File: config.mk
export PLATFORM = sky130hd
export DESIGN_NAME = pipeline_buf_flat
export DESIGN_NICKNAME = d
export VERILOG_FILES = /design/src/rtl/pipeline_buf_if.sv /design/src/rtl/pipeline_buf.sv /design/src/flat_wrapper.sv
export SDC_FILE = /design/constraint.sdc
export NUM_CORES = 1
export LEC_CHECK = 0
export BUFFER_PORTS_ARGS = -buffer_cell sky130_fd_sc_hd__buf_2
export CAP_MARGIN = 20
export CORE_ASPECT_RATIO = 0.7
export CORE_MARGIN = 4
export CORE_UTILIZATION = 53
export DETAILED_ROUTE_END_ITERATION = 16
export GPL_TIMING_DRIVEN = 1
export PLACE_DENSITY = 0.79
export SLEW_MARGIN = 5
export SYNTH_ARGS = -nofsm -noshare
export SYNTH_HDL_FRONTEND = slang
export SYNTH_SLANG_ARGS = --single-unit
File: constraint.sdc
create_clock -name clk -period 2.8 [get_ports clk]
set_input_delay 0.56 -clock clk [delete_from_list [all_inputs] [get_ports clk]]
set_output_delay 0.56 -clock clk [all_outputs]
set_load 0.02 [all_outputs]
File: src/rtl/pipeline_buf_if.sv
// Valid/ready stream bundle used on both sides of the elastic pipeline buffer.
// The master drives valid and data. The slave drives ready.
interface pipeline_buf_if #(
  parameter int WIDTH = 32
);
  logic             valid;
  logic             ready;
  logic [WIDTH-1:0] data;

  modport master (output valid, output data, input ready);
  modport slave  (input valid, input data, output ready);
endinterface

File: src/rtl/pipeline_buf.sv
// Multi-entry elastic pipeline buffer: a circular store with valid/ready on both sides,
// optional ready pass-through, optional empty fall-through, and a synchronous flush.
module pipeline_buf #(
  parameter int WIDTH      = 32,
  parameter int DEPTH      = 2,
  parameter bit READY_PASS = 1'b1,
  parameter bit FALLTHRU   = 1'b0
) (
  input  logic                       clk,
  input  logic                       rst,
  input  logic                       flush_i,
  pipeline_buf_if.slave              prv,
  pipeline_buf_if.master             nxt,
  output logic [$clog2(DEPTH+1)-1:0] count_o
);

  localparam int CW = $clog2(DEPTH + 1);
  localparam int PW = (DEPTH > 1) ? $clog2(DEPTH) : 1;

  logic [WIDTH-1:0] mem_q [DEPTH];
  logic [PW-1:0]    head_q, head_d;
  logic [PW-1:0]    tail_q, tail_d;
  logic [CW-1:0]    count_q, count_d;

  logic full, empty;
  logic prvReady, nxtValid;
  logic enq, deq, bypass;
  logic storeEn, popEn;

  // Explicit wrap, so that non-power-of-two depths index only real entries.
  function automatic logic [PW-1:0] nextPtr(input logic [PW-1:0] p);
    return (p == PW'(DEPTH - 1)) ? '0 : p + 1'b1;
  endfunction

  assign full  = (count_q == CW'(DEPTH));
  assign empty = (count_q == '0);

  assign prvReady = !full || (READY_PASS && nxt.ready);
  assign nxtValid = !empty || (FALLTHRU && prv.valid);

  assign enq     = prv.valid && prvReady;
  assign deq     = nxtValid && nxt.ready;
  assign bypass  = FALLTHRU && empty && prv.valid && nxt.ready;
  assign storeEn = enq && !bypass;
  assign popEn   = deq && !bypass;

  assign prv.ready = prvReady;
  assign nxt.valid = nxtValid;
  assign nxt.data  = (FALLTHRU && empty) ? prv.data : mem_q[head_q];
  assign count_o   = count_q;

  always_comb begin
    head_d  = head_q;
    tail_d  = tail_q;
    count_d = count_q;
    if (flush_i) begin
      head_d  = '0;
      tail_d  = '0;
      count_d = '0;
    end else begin
      if (storeEn) tail_d = nextPtr(tail_q);
      if (popEn)   head_d = nextPtr(head_q);
      case ({storeEn, popEn})
        2'b10:   count_d = count_q + 1'b1;
        2'b01:   count_d = count_q - 1'b1;
        default: count_d = count_q;
      endcase
    end
  end

  // Flush resets the pointers only; stored payloads are left in place.
  always_ff @(posedge clk or posedge rst) begin
    if (rst) begin
      head_q  <= '0;
      tail_q  <= '0;
      count_q <= '0;
      for (int i = 0; i < DEPTH; i++) mem_q[i] <= '0;
    end else begin
      head_q  <= head_d;
      tail_q  <= tail_d;
      count_q <= count_d;
      if (!flush_i && storeEn) mem_q[tail_q] <= prv.data;
    end
  end

endmodule
File: src/flat_wrapper.sv
// flat-port wrapper written by rule: the top's interface ports become plain ports
module pipeline_buf_flat 
#(
  parameter int WIDTH      = 32,
  parameter int DEPTH      = 2,
  parameter bit READY_PASS = 1'b1,
  parameter bit FALLTHRU   = 1'b0
)
  (clk, rst, flush_i, count_o, prv_valid, prv_data, prv_ready, nxt_valid, nxt_data, nxt_ready);
  pipeline_buf_if #(.WIDTH(WIDTH)) prv_i ();
  pipeline_buf_if #(.WIDTH(WIDTH)) nxt_i ();
  input  logic clk;
  input  logic rst;
  input  logic flush_i;
  output logic [$clog2(DEPTH+1)-1:0] count_o;
  input wire logic [$bits(prv_i.valid)-1:0] prv_valid;
  input wire logic [$bits(prv_i.data)-1:0] prv_data;
  output wire logic [$bits(prv_i.ready)-1:0] prv_ready;
  output wire logic [$bits(nxt_i.valid)-1:0] nxt_valid;
  output wire logic [$bits(nxt_i.data)-1:0] nxt_data;
  input wire logic [$bits(nxt_i.ready)-1:0] nxt_ready;
  assign prv_i.valid = prv_valid;
  assign prv_i.data = prv_data;
  assign prv_ready = prv_i.ready;
  assign nxt_valid = nxt_i.valid;
  assign nxt_data = nxt_i.data;
  assign nxt_i.ready = nxt_ready;
  pipeline_buf #(.WIDTH(WIDTH), .DEPTH(DEPTH), .READY_PASS(READY_PASS), .FALLTHRU(FALLTHRU)) u_core (.clk(clk), .rst(rst), .flush_i(flush_i), .prv(prv_i), .nxt(nxt_i), .count_o(count_o));
endmodule
==> reports/results.ini, run 1 <==
[synth]
synth.avg_cell_area_um2 = 15.6
ys.flop_type = dfrtp_1
synth_cell_types = 23
synth_area_leaders = dfrtp_1 (55%), mux2_2 (24%), mux2_4 (14%), buf_6 (1.4%), buf_2 (0.64%)
ys_warn_count = 0
synth_top_cell_area_share = 0.546
netlist_area_mm2 = 0.00312
synth_common_cells = dfrtp_1 (68), mux2_2 (66), mux2_4 (30), clkbuf_1 (5)
syn_inst = 200
yosys.area.top_type = dfrtp_1
syn_nets = 237
async_flop_share = 1.00
synth-edff-count = 0
synth.most_common_cell = dfrtp_1
synth_seq_cells = 68
ys_seq_area_frac = 0.546

[timing]
period_share = 0.851
setup_viol = 0
fin_tns_setup_ns = 0
max_freq_mhz = 420
worstMarginPinSlew_ns = 0.458
layout_min_cycle_time_ns = 2.38
hold_viol_final = 0
grt_setup_unrepaired = false
finalClockSkew_ns = 0.00585
relSlewSlack = 0.694
slew_violations = 0

[cts]
ctsHoldBuffers = 0
cts_setup_buffers = 0
clkLatencyLatePin_ns = 0.34
cts_sinks = 68
post_cts_resized = 0
cts-root-buf = clkbuf_8
clkSlewWorstSetupHoldPaths_ns = 0.07
cts_buffers = 9
clockBufferDepth = 2
cts_tree = done
htreeDepth = 3

[cells_and_area]
drive_gt1_frac = 0.689
nets = 312
diodes = 0
area_delta_synth_final_pct = 21.7

[outcome]
status = finished clean

[global_route]
first_global_vias = 1974
track_usage = 0.175
grt_start_max_net_pins = 69
antenna_found_initial = 0
grt_pass1_wl_mm = 9.62
grt_overflow_total = 0

[placement]
io_buffers = 72
hpwl_mm = 3.84
gp_congestion = 0.770

[routing]
drt_iter0_drc = 81
wire_per_inst_um = 16.3
final_antenna_net_count = 0
vias = 1826
wirelength_mm = 5.77
route.detailed.drc = 0
drt-pass1-iter-count = 4
vias_per_cell = 5.14

[critical_path]
startpoint_type = flip-flop
critPathCaptureType = output pin
path_cells = buf_4 > mux2_2 > buf_2
cpMaxStageDelayCell = dfrtp_1
path_class = flip-flop to output pin
r2r_cells = 4
cpPeakStageDelay_ns = 0.63
arrival_ns = 1.82
crit_required_ns = 2.24
critPathMaxFanout = 12
rrSetupSlack_ns = 0.86

[floorplan]
die_area_mm2 = 0.00719
num_rows = 23
initial_core_util = 0.547
die_y_um = 72.2
die_w_um = 99.7
core_area_mm2 = 0.00570
io_pins = 73

[power_and_ir_drop]
p_leak_nw = 1.77
power_switching_mw = 0.864
power_mw = 3.06
power_density_mw_per_mm2 = 807
p_seq_frac = 0.438
peakVddDrop_mv = 0.521
p_sw_frac = 0.282
power.share.clock = 0.293
pwr-share-comb = 0.269
intPower_mw = 2.20

[min_path]
hp-class = input port to asynchronous set/reset pin

[run]
cap_viol_max_count = 0

## state kept, by name, summed over array words and instances, names as in the netlist
signal          cells
u_core.count_o      2
u_core.head_q       1
u_core.mem_q       64
u_core.tail_q       1
## worst max-delay path, delay by kind of cell (launching register included)
family   cells  cell delay, ns
buf+inv      2            0.47
flops        1            0.63
mux          1            0.38
## power by group through the flow
stage	logic, mW	registers, mW	clock network, mW
after floorplan	0.643	1.31	0
after global placement	0.814	1.34	0
after detailed placement	0.834	1.35	0
after CTS	0.838	1.34	0.921
after global routing	0.888	1.37	0.965
final	0.825	1.34	0.897
## layout by cell type (no fill, tap or decap)
cell	n
buf_2	72
dfrtp_1	68
mux2_2	66
mux2_4	30
clkbuf_8	10
nor2_1	3
clkinvlp_4	3
buf_12	3
inv_1	2
a21oi_1	2
xor2_1	2
bufinv_16	2
buf_4	2
or3b_1	1
and4b_2	1
nand3b_1	1
a221oi_1	1
nand3_2	1
or2_2	1
inv_2	1
nor2b_1	1
and3_1	1
nand2b_1	1
nor4_1	1
a211o_1	1
nand2_1	1
o21ai_0	1
clkinv_2	1
## final timing paths
| path | startpoint | end |
|---|---|---|
| max | u_core.head_q | nxt_data[20] |
| min | rst | u_core.mem_q[61] |
| max reg2reg | u_core.count_o[0] | u_core.mem_q[50] |
| min reg2reg | u_core.mem_q[62] | u_core.mem_q[62] |
| max in group asynchronous | rst | u_core.mem_q[49] |
| min in group clk | flush_i | u_core.head_q |
## through the flow
stage	setup slack [ns]	utilization	hold slack, ns	std cells	cell area (um2)
CTS	0.385	0.666	0.282	355	3790
global placement	0.692	0.626	0.482	339	3570
global route	0.327	0.666	0.293	355	3790
finish	0.418	0.666	0.280	355	3790
floorplan	0.528	-	0.475	200	3120
detailed placement	0.649	0.626	0.490	339	3570
## final cells by class
class                           instances  area, um2
Clock buffer                           10        138
Clock inverter                          6       87.6
Fill cell                             419       1900
Inverter                                3       11.3
Multi-Input combinational cell        116       1330
Sequential cell                        68       1700
Tap cell                               75       93.8
Timing Repair Buffer                   77        435
## cells by family (layout without fill, tap and decap cells)
family / count (synthesis) / in the layout / synth area share
AO/OA/AOI/OAI: 5 / 5 / 0.0104
multiplexers: 96 / 96 / 0.383
buffers and inverters: 16 / 96 / 0.0305
flip-flops: 68 / 68 / 0.546
AND/OR/NAND/NOR: 13 / 13 / 0.0249
XOR/XNOR: 2 / 2 / 0.00562
## routing by layer
| layer | GRT usage | part of all wire |
|---|---|---|
| met1 | 0.228 | 0.46 |
| met2 | 0.273 | 0.47 |
| met3 | 0.0749 | 0.064 |
| met4 | 0.0409 | 0.0038 |
| met5 | 0 | 0 |
(Power assumes the default switching activity.)
==> run 2: changes to the inputs <==
ABC_AREA = 1   (was unset)
CORE_UTILIZATION = 54   (was 53)
==> reports/results.ini, run 2 <==
[cts]
cts_setup_buffers = 0  ; unchanged
clkSlewWorstSetupHoldPaths_ns = 0.07  ; about the same
clkLatencyLatePin_ns = 0.33  ; about the same
clockBufferDepth = 2  ; unchanged
htreeDepth = 3  ; unchanged
cts-root-buf = clkbuf_8
cts_tree = done
ctsHoldBuffers = 0  ; unchanged
post_cts_resized = 0  ; unchanged
cts_sinks = 68  ; unchanged
cts_buffers = 9  ; unchanged

[routing]
wl_met3_um = 407  ; +9.4%
drt_iter0_drc = 220  ; +170%
final_antenna_net_count = 0  ; unchanged
route.detailed.drc = 0  ; unchanged
vias = 2442  ; +34%
wire_per_inst_um = 11.9  ; -27%
vias_per_cell = 4.64  ; -9.7%
drt-pass1-iter-count = 4  ; unchanged
highest_layer = met4
dr_wl_met2_mm = 2.76  ; +2.3%
met1_length_mm = 3.05  ; +14%
wirelength_mm = 6.25  ; +8.3%

[power_and_ir_drop]
power_density_mw_per_mm2 = 994  ; +23%
p_sw_frac = 0.375  ; +0.0930
peakVddDrop_mv = 0.530  ; +1.6%
power_switching_mw = 1.45  ; +68%
pwr-share-comb = 0.371  ; +0.102
power.share.clock = 0.224  ; -0.069
p_leak_nw = 2.19  ; +24%
intPower_mw = 2.41  ; +9.6%
power_mw = 3.86  ; +26%
p_seq_frac = 0.405  ; -0.033

[critical_path]
arrival_ns = 1.76  ; -0.06 ns
startpoint_type = flip-flop
crit_required_ns = 2.24  ; about the same
critPathMaxFanout = 19  ; +7
path_class = flip-flop to output pin
critPathCaptureType = output pin
rrSetupSlack_ns = 0.99  ; +0.13 ns

[floorplan]
die_w_um = 102  ; +1.9%
io_pins = 73  ; unchanged
die_area_mm2 = 0.00746  ; +3.7%
die_y_um = 73.5  ; +1.8%
initial_core_util = 0.566  ; +0.0189
core_area_mm2 = 0.00584  ; +2.5%
num_rows = 23  ; unchanged

[synth]
synth_xor_area_frac = 0  ; -0.00562
synth_top_cell_area_share = 0.515  ; -0.0312
ys.flop_type = dfrtp_1
synth_common_cells = nand2_1 (173), dfrtp_1 (68), o21ai_2 (58), inv_1 (38), buf_6 (12)
synth.avg_cell_area_um2 = 8.75  ; -44%
syn_inst = 378  ; +89%
ys_warn_count = 0  ; unchanged
synth_area_leaders = dfrtp_1 (51%), nand2_1 (20%), o21ai_2 (15%), inv_1 (4.3%), buf_6 (4.1%)
synth_mux_area_frac = 0  ; -0.383
synthSimpleGateAreaFrac = 0.222  ; +0.197
async_flop_share = 1.00  ; unchanged
synthAdderAreaFrac = 0  ; unchanged
yosys.area.top_type = dfrtp_1
synth_seq_cells = 68  ; unchanged
synth-edff-count = 0  ; unchanged
syn_nets = 415  ; +75%
synth_top_family_by_area = simple AND/OR/NAND/NOR gates
synth_cell_types = 18  ; -22%
synth_compound_area_frac = 0.167  ; +0.157
ys_seq_area_frac = 0.515  ; -0.0312
synth.most_common_cell = nand2_1
netlist_area_mm2 = 0.00331  ; +6.1%

[cells_and_area]
nets = 483  ; +55%
finalCoreUtilization = 0.665  ; -0.00120
area_delta_synth_final_pct = 17.4
final_cell_mix = nand2_1 (173), buf_2 (72), dfrtp_1 (68)
largest-register = u_core.mem_q
drive_gt1_frac = 0.344  ; -0.346
fill_cells = 491  ; +17%
diodes = 0  ; unchanged
largest_reg_flops = 64  ; unchanged
layout_commonest_cell = nand2_1

[timing]
finalClockSkew_ns = 0.0100  ; +0.00419 ns
hold_viol_final = 0  ; unchanged
fin_tns_setup_ns = 0  ; unchanged
period_share = 0.827  ; -0.0231
max_freq_mhz = 432  ; +2.8%
setup_viol = 0  ; unchanged
layout_min_cycle_time_ns = 2.32  ; -0.0647 ns
slew_violations = 0  ; unchanged
worstMarginPinSlew_ns = 0.547  ; +0.0885 ns
relSlewSlack = 0.635  ; -0.0597
grt_setup_unrepaired = false

[min_path]
hp-class = input port to asynchronous set/reset pin

[global_route]
antenna_found_initial = 0  ; unchanged
grt_start_max_net_pins = 69  ; unchanged
grt_overflow_total = 0  ; unchanged
track_usage = 0.184  ; +0.00893
first_global_vias = 2403  ; +22%
grt_pass1_wl_mm = 10.8  ; +12%

[run]
cap_viol_max_count = 0  ; unchanged

[placement]
io_buffers = 72  ; unchanged
hpwl_mm = 4.23  ; +10%
gp_congestion = 0.833  ; +8.3%

[outcome]
status = finished clean

run 2: cell types whose count changed after synthesis, sizes merged, moves of 2 or more:
cell	before	now
inv	3	39
nand3	1	6
buf	8	14
nand2	1	173
xor2	2	0
o21ai	1	65
mux2	96	0
run 2: per-stage QoR:
stage               setup WS, ns  cell area [um2]  cells  hold WS (ns)
detailed placement         0.728             3670    510         0.468
floorplan                  0.528             3310    378         0.455
global route               0.376             3880    526         0.299
CTS                        0.475             3880    526         0.296
finish                     0.483             3880    526         0.283
global placement           0.763             3670    510         0.464
run 2: layout make-up:
class	instances	area, um2	share of cell area
Clock buffer	11	141	0.0364
Clock inverter	5	75.1	0.0193
Inverter	40	150	0.0387
Multi-Input combinational cell	250	1290	0.331
Sequential cell	68	1700	0.438
Tap cell	75	93.8	0.0242
Timing Repair Buffer	77	435	0.112
run 2: layer usage:
layer	track usage	vias to the layer above
li1	-	1307
met1	0.253	1071
met2	0.286	59
met3	0.0550	5
met4	0.0487	0
met5	0	-
run 2: logic make-up (layout without fill, tap and decap cells):
family,count (synthesis),in the layout
AOI/OAI and AO/OA,67,67
buffers and inverters,60,133
DFF,68,68
and+or+nand+nor,183,183
run 2: power by group through the flow:
stage,registers (mW),logic (mW),clock network (mW)
after floorplan,1.54,1.10,0
after global placement,1.56,1.41,0
after detailed placement,1.57,1.45,0
after CTS,1.56,1.45,0.886
after global routing,1.61,1.61,0.938
final,1.56,1.43,0.864
run 2: path summary, 6_finish.rpt:
check | from | end | cells after the start
max | u_core.head_q | nxt_data[31] | 5
max in group asynchronous | rst | u_core.mem_q[7] | 3
min | rst | u_core.mem_q[61] | 3
max reg2reg | u_core.count_o[0] | u_core.mem_q[12] | 6
min reg2reg | u_core.mem_q[4] | u_core.mem_q[4] | 2
min in group clk | u_core.mem_q[4] | u_core.mem_q[4] | 2
run 2: worst max-delay path, stage by stage (launching register included):
cell	delay (ns)
dfrtp_1	0.35
clkinv_1	0.43
buf_12	0.34
nand2_1	0.07
nand2_1	0.07
buf_2	0.16
==> run 3: changes to the inputs <==
CORE_UTILIZATION = 49   (was 54)
PLACE_DENSITY = 0.76   (was 0.79)
clock period = 1.95 ns   (was 2.8 ns; I/O delays follow)
==> reports/results.ini, run 3 (same netlist as run 2, synthesis figures left out) <==
[routing]
vias = 2577  ; +5.5%
wire_per_inst_um = 12.4  ; +4.3%
route.detailed.drc = 0  ; unchanged
drt_iter0_drc = 182  ; -17%
final_antenna_net_count = 0  ; unchanged
drt-pass1-iter-count = 4  ; unchanged
wirelength_mm = 6.75  ; +7.9%
vias_per_cell = 4.74  ; +2.0%

[critical_path]
startpoint_type = flip-flop
critPathMaxFanout = 20  ; +1
crit_required_ns = 1.56  ; -0.68 ns
r2r_start = u_core.count_o[0]
arrival_ns = 1.35  ; -0.41 ns
rrSetupSlack_ns = 0.59  ; -0.40 ns
critPathCaptureType = output pin
r2r_cells = 6  ; unchanged
crit_start = u_core.head_q
r2r-end = u_core.mem_q[51]
endpoint = nxt_data[11]
path_class = flip-flop to output pin

[global_route]
grt_start_max_net_pins = 65  ; -5.8%
grt_pass1_wl_mm = 11.8  ; +9.2%
grt_overflow_total = 0  ; unchanged
antenna_found_initial = 0  ; unchanged
track_usage = 0.180  ; -0.00388
first_global_vias = 2584  ; +7.5%

[cts]
post_cts_resized = 0  ; unchanged
cts-root-buf = clkbuf_8
cts_sinks = 68  ; unchanged
clkLatencyLatePin_ns = 0.33  ; about the same
clockBufferDepth = 2  ; unchanged
cts_tree = done
cts_buffers = 9  ; unchanged
ctsHoldBuffers = 0  ; unchanged
cts_setup_buffers = 0  ; unchanged
clkSlewWorstSetupHoldPaths_ns = 0.07  ; about the same
htreeDepth = 3  ; unchanged

[timing]
hold_viol_final = 0  ; unchanged
worstMarginPinSlew_ns = 0.526  ; -0.0213 ns
finalClockSkew_ns = 0.00894  ; -0.00111 ns
period_share = 0.890
layout_min_cycle_time_ns = 1.74
max_freq_mhz = 576
grt_setup_unrepaired = false
relSlewSlack = 0.649  ; +0.0142
fin_tns_setup_ns = 0  ; unchanged
setup_viol = 0  ; unchanged
slew_violations = 0  ; unchanged

[floorplan]
initial_core_util = 0.517  ; -0.0491
num_rows = 24  ; +4.3%
die_y_um = 76.7  ; +4.4%
core_area_mm2 = 0.00640  ; +9.5%
io_pins = 73  ; unchanged
die_w_um = 106  ; +4.6%
die_area_mm2 = 0.00815  ; +9.2%

[outcome]
status = finished clean

[power_and_ir_drop]
p_leak_nw = 2.18  ; -0.40%
peakVddDrop_mv = 0.603  ; +14%
power_density_mw_per_mm2 = 1390  ; +39%

[cells_and_area]
largest_reg_flops = 64  ; unchanged
diodes = 0  ; unchanged
final_cell_mix = nand2_1 (173), buf_2 (72), dfrtp_1 (68)
area_delta_synth_final_pct = 17.7
largest-register = u_core.mem_q
nets = 487  ; +0.83%
finalCoreUtilization = 0.609  ; -0.0562
drive_gt1_frac = 0.344  ; +0.000690
fill_cells = 580  ; +18%
layout_commonest_cell = nand2_1

[placement]
gp_congestion = 0.856  ; +2.7%
hpwl_mm = 4.68  ; +11%
io_buffers = 72  ; unchanged

[min_path]
hp-class = input port to asynchronous set/reset pin

[run]
cap_viol_max_count = 0  ; unchanged

## run 3: changes by cell type in the layout (fill, tap and decap cells not counted)
cell,previous run,this run
clkinvlp_4,0,1
bufinv_16,2,1
clkinv_2,3,2
buf_4,2,6
inv_2,2,1
clkbuf_8,10,9
clkbuf_1,1,2
## run 3: routing by layer
metal,GRT usage,routed length (um),vias to the layer above
li1,-,-,1315
met1,0.237,3160,1177
met2,0.286,3130,77
met3,0.0646,405,8
met4,0.0401,55,0
met5,0,0,-
## run 3: area by class of cell
type | instances | area (um2) | area share
clock inverters | 3 | 40.0 | 0.0103
inverters | 40 | 154 | 0.0395
clock buffers | 11 | 131 | 0.0338
repair buffers | 81 | 465 | 0.120
flip-flops and latches | 68 | 1700 | 0.437
well taps | 91 | 114 | 0.0293
multi-input cells | 250 | 1290 | 0.330
## run 3: how the worst min path moves through the flow
stage	from	to	slack [ns]	cells past startpoint
finish	rst	u_core.mem_q[29]	0.09	2
global placement	rst	u_core.mem_q[30]	0.46	2
floorplan	u_core.mem_q[15]	u_core.mem_q[15]	0.45	2
detailed placement	rst	u_core.mem_q[29]	0.46	2
CTS	rst	u_core.mem_q[29]	0.09	2
global route	rst	u_core.mem_q[55]	0.11	2
## run 3: critical path: stages, from the launching register on
cell,delay [ns]
dfrtp_1,0.39
clkinv_1,0.07
buf_4,0.24
nand2_1,0.08
nand2_1,0.07
buf_2,0.16
## run 3: stage by stage
stage / hold slack, ns / power [mW] / setup slack (ns) / cell area, um2 / cells
final: 0.0920 / 5.39 / 0.214 / 3890 / 544
after global routing: 0.107 / 5.82 / 0.0997 / 3890 / 544
after CTS: 0.0900 / 5.46 / 0.177 / 3890 / 544
after detailed placement: 0.461 / 4.39 / 0.551 / 3720 / 530
after global placement: 0.458 / 4.30 / 0.575 / 3720 / 530
after floorplan: 0.455 / 3.80 / 0.496 / 3310 / 378
## run 3: where the power goes
part	internal (mW)	switching (mW)
combinational	0.777	1.30
sequential	1.95	0.310
clock	0.573	0.479
total	3.30	2.09
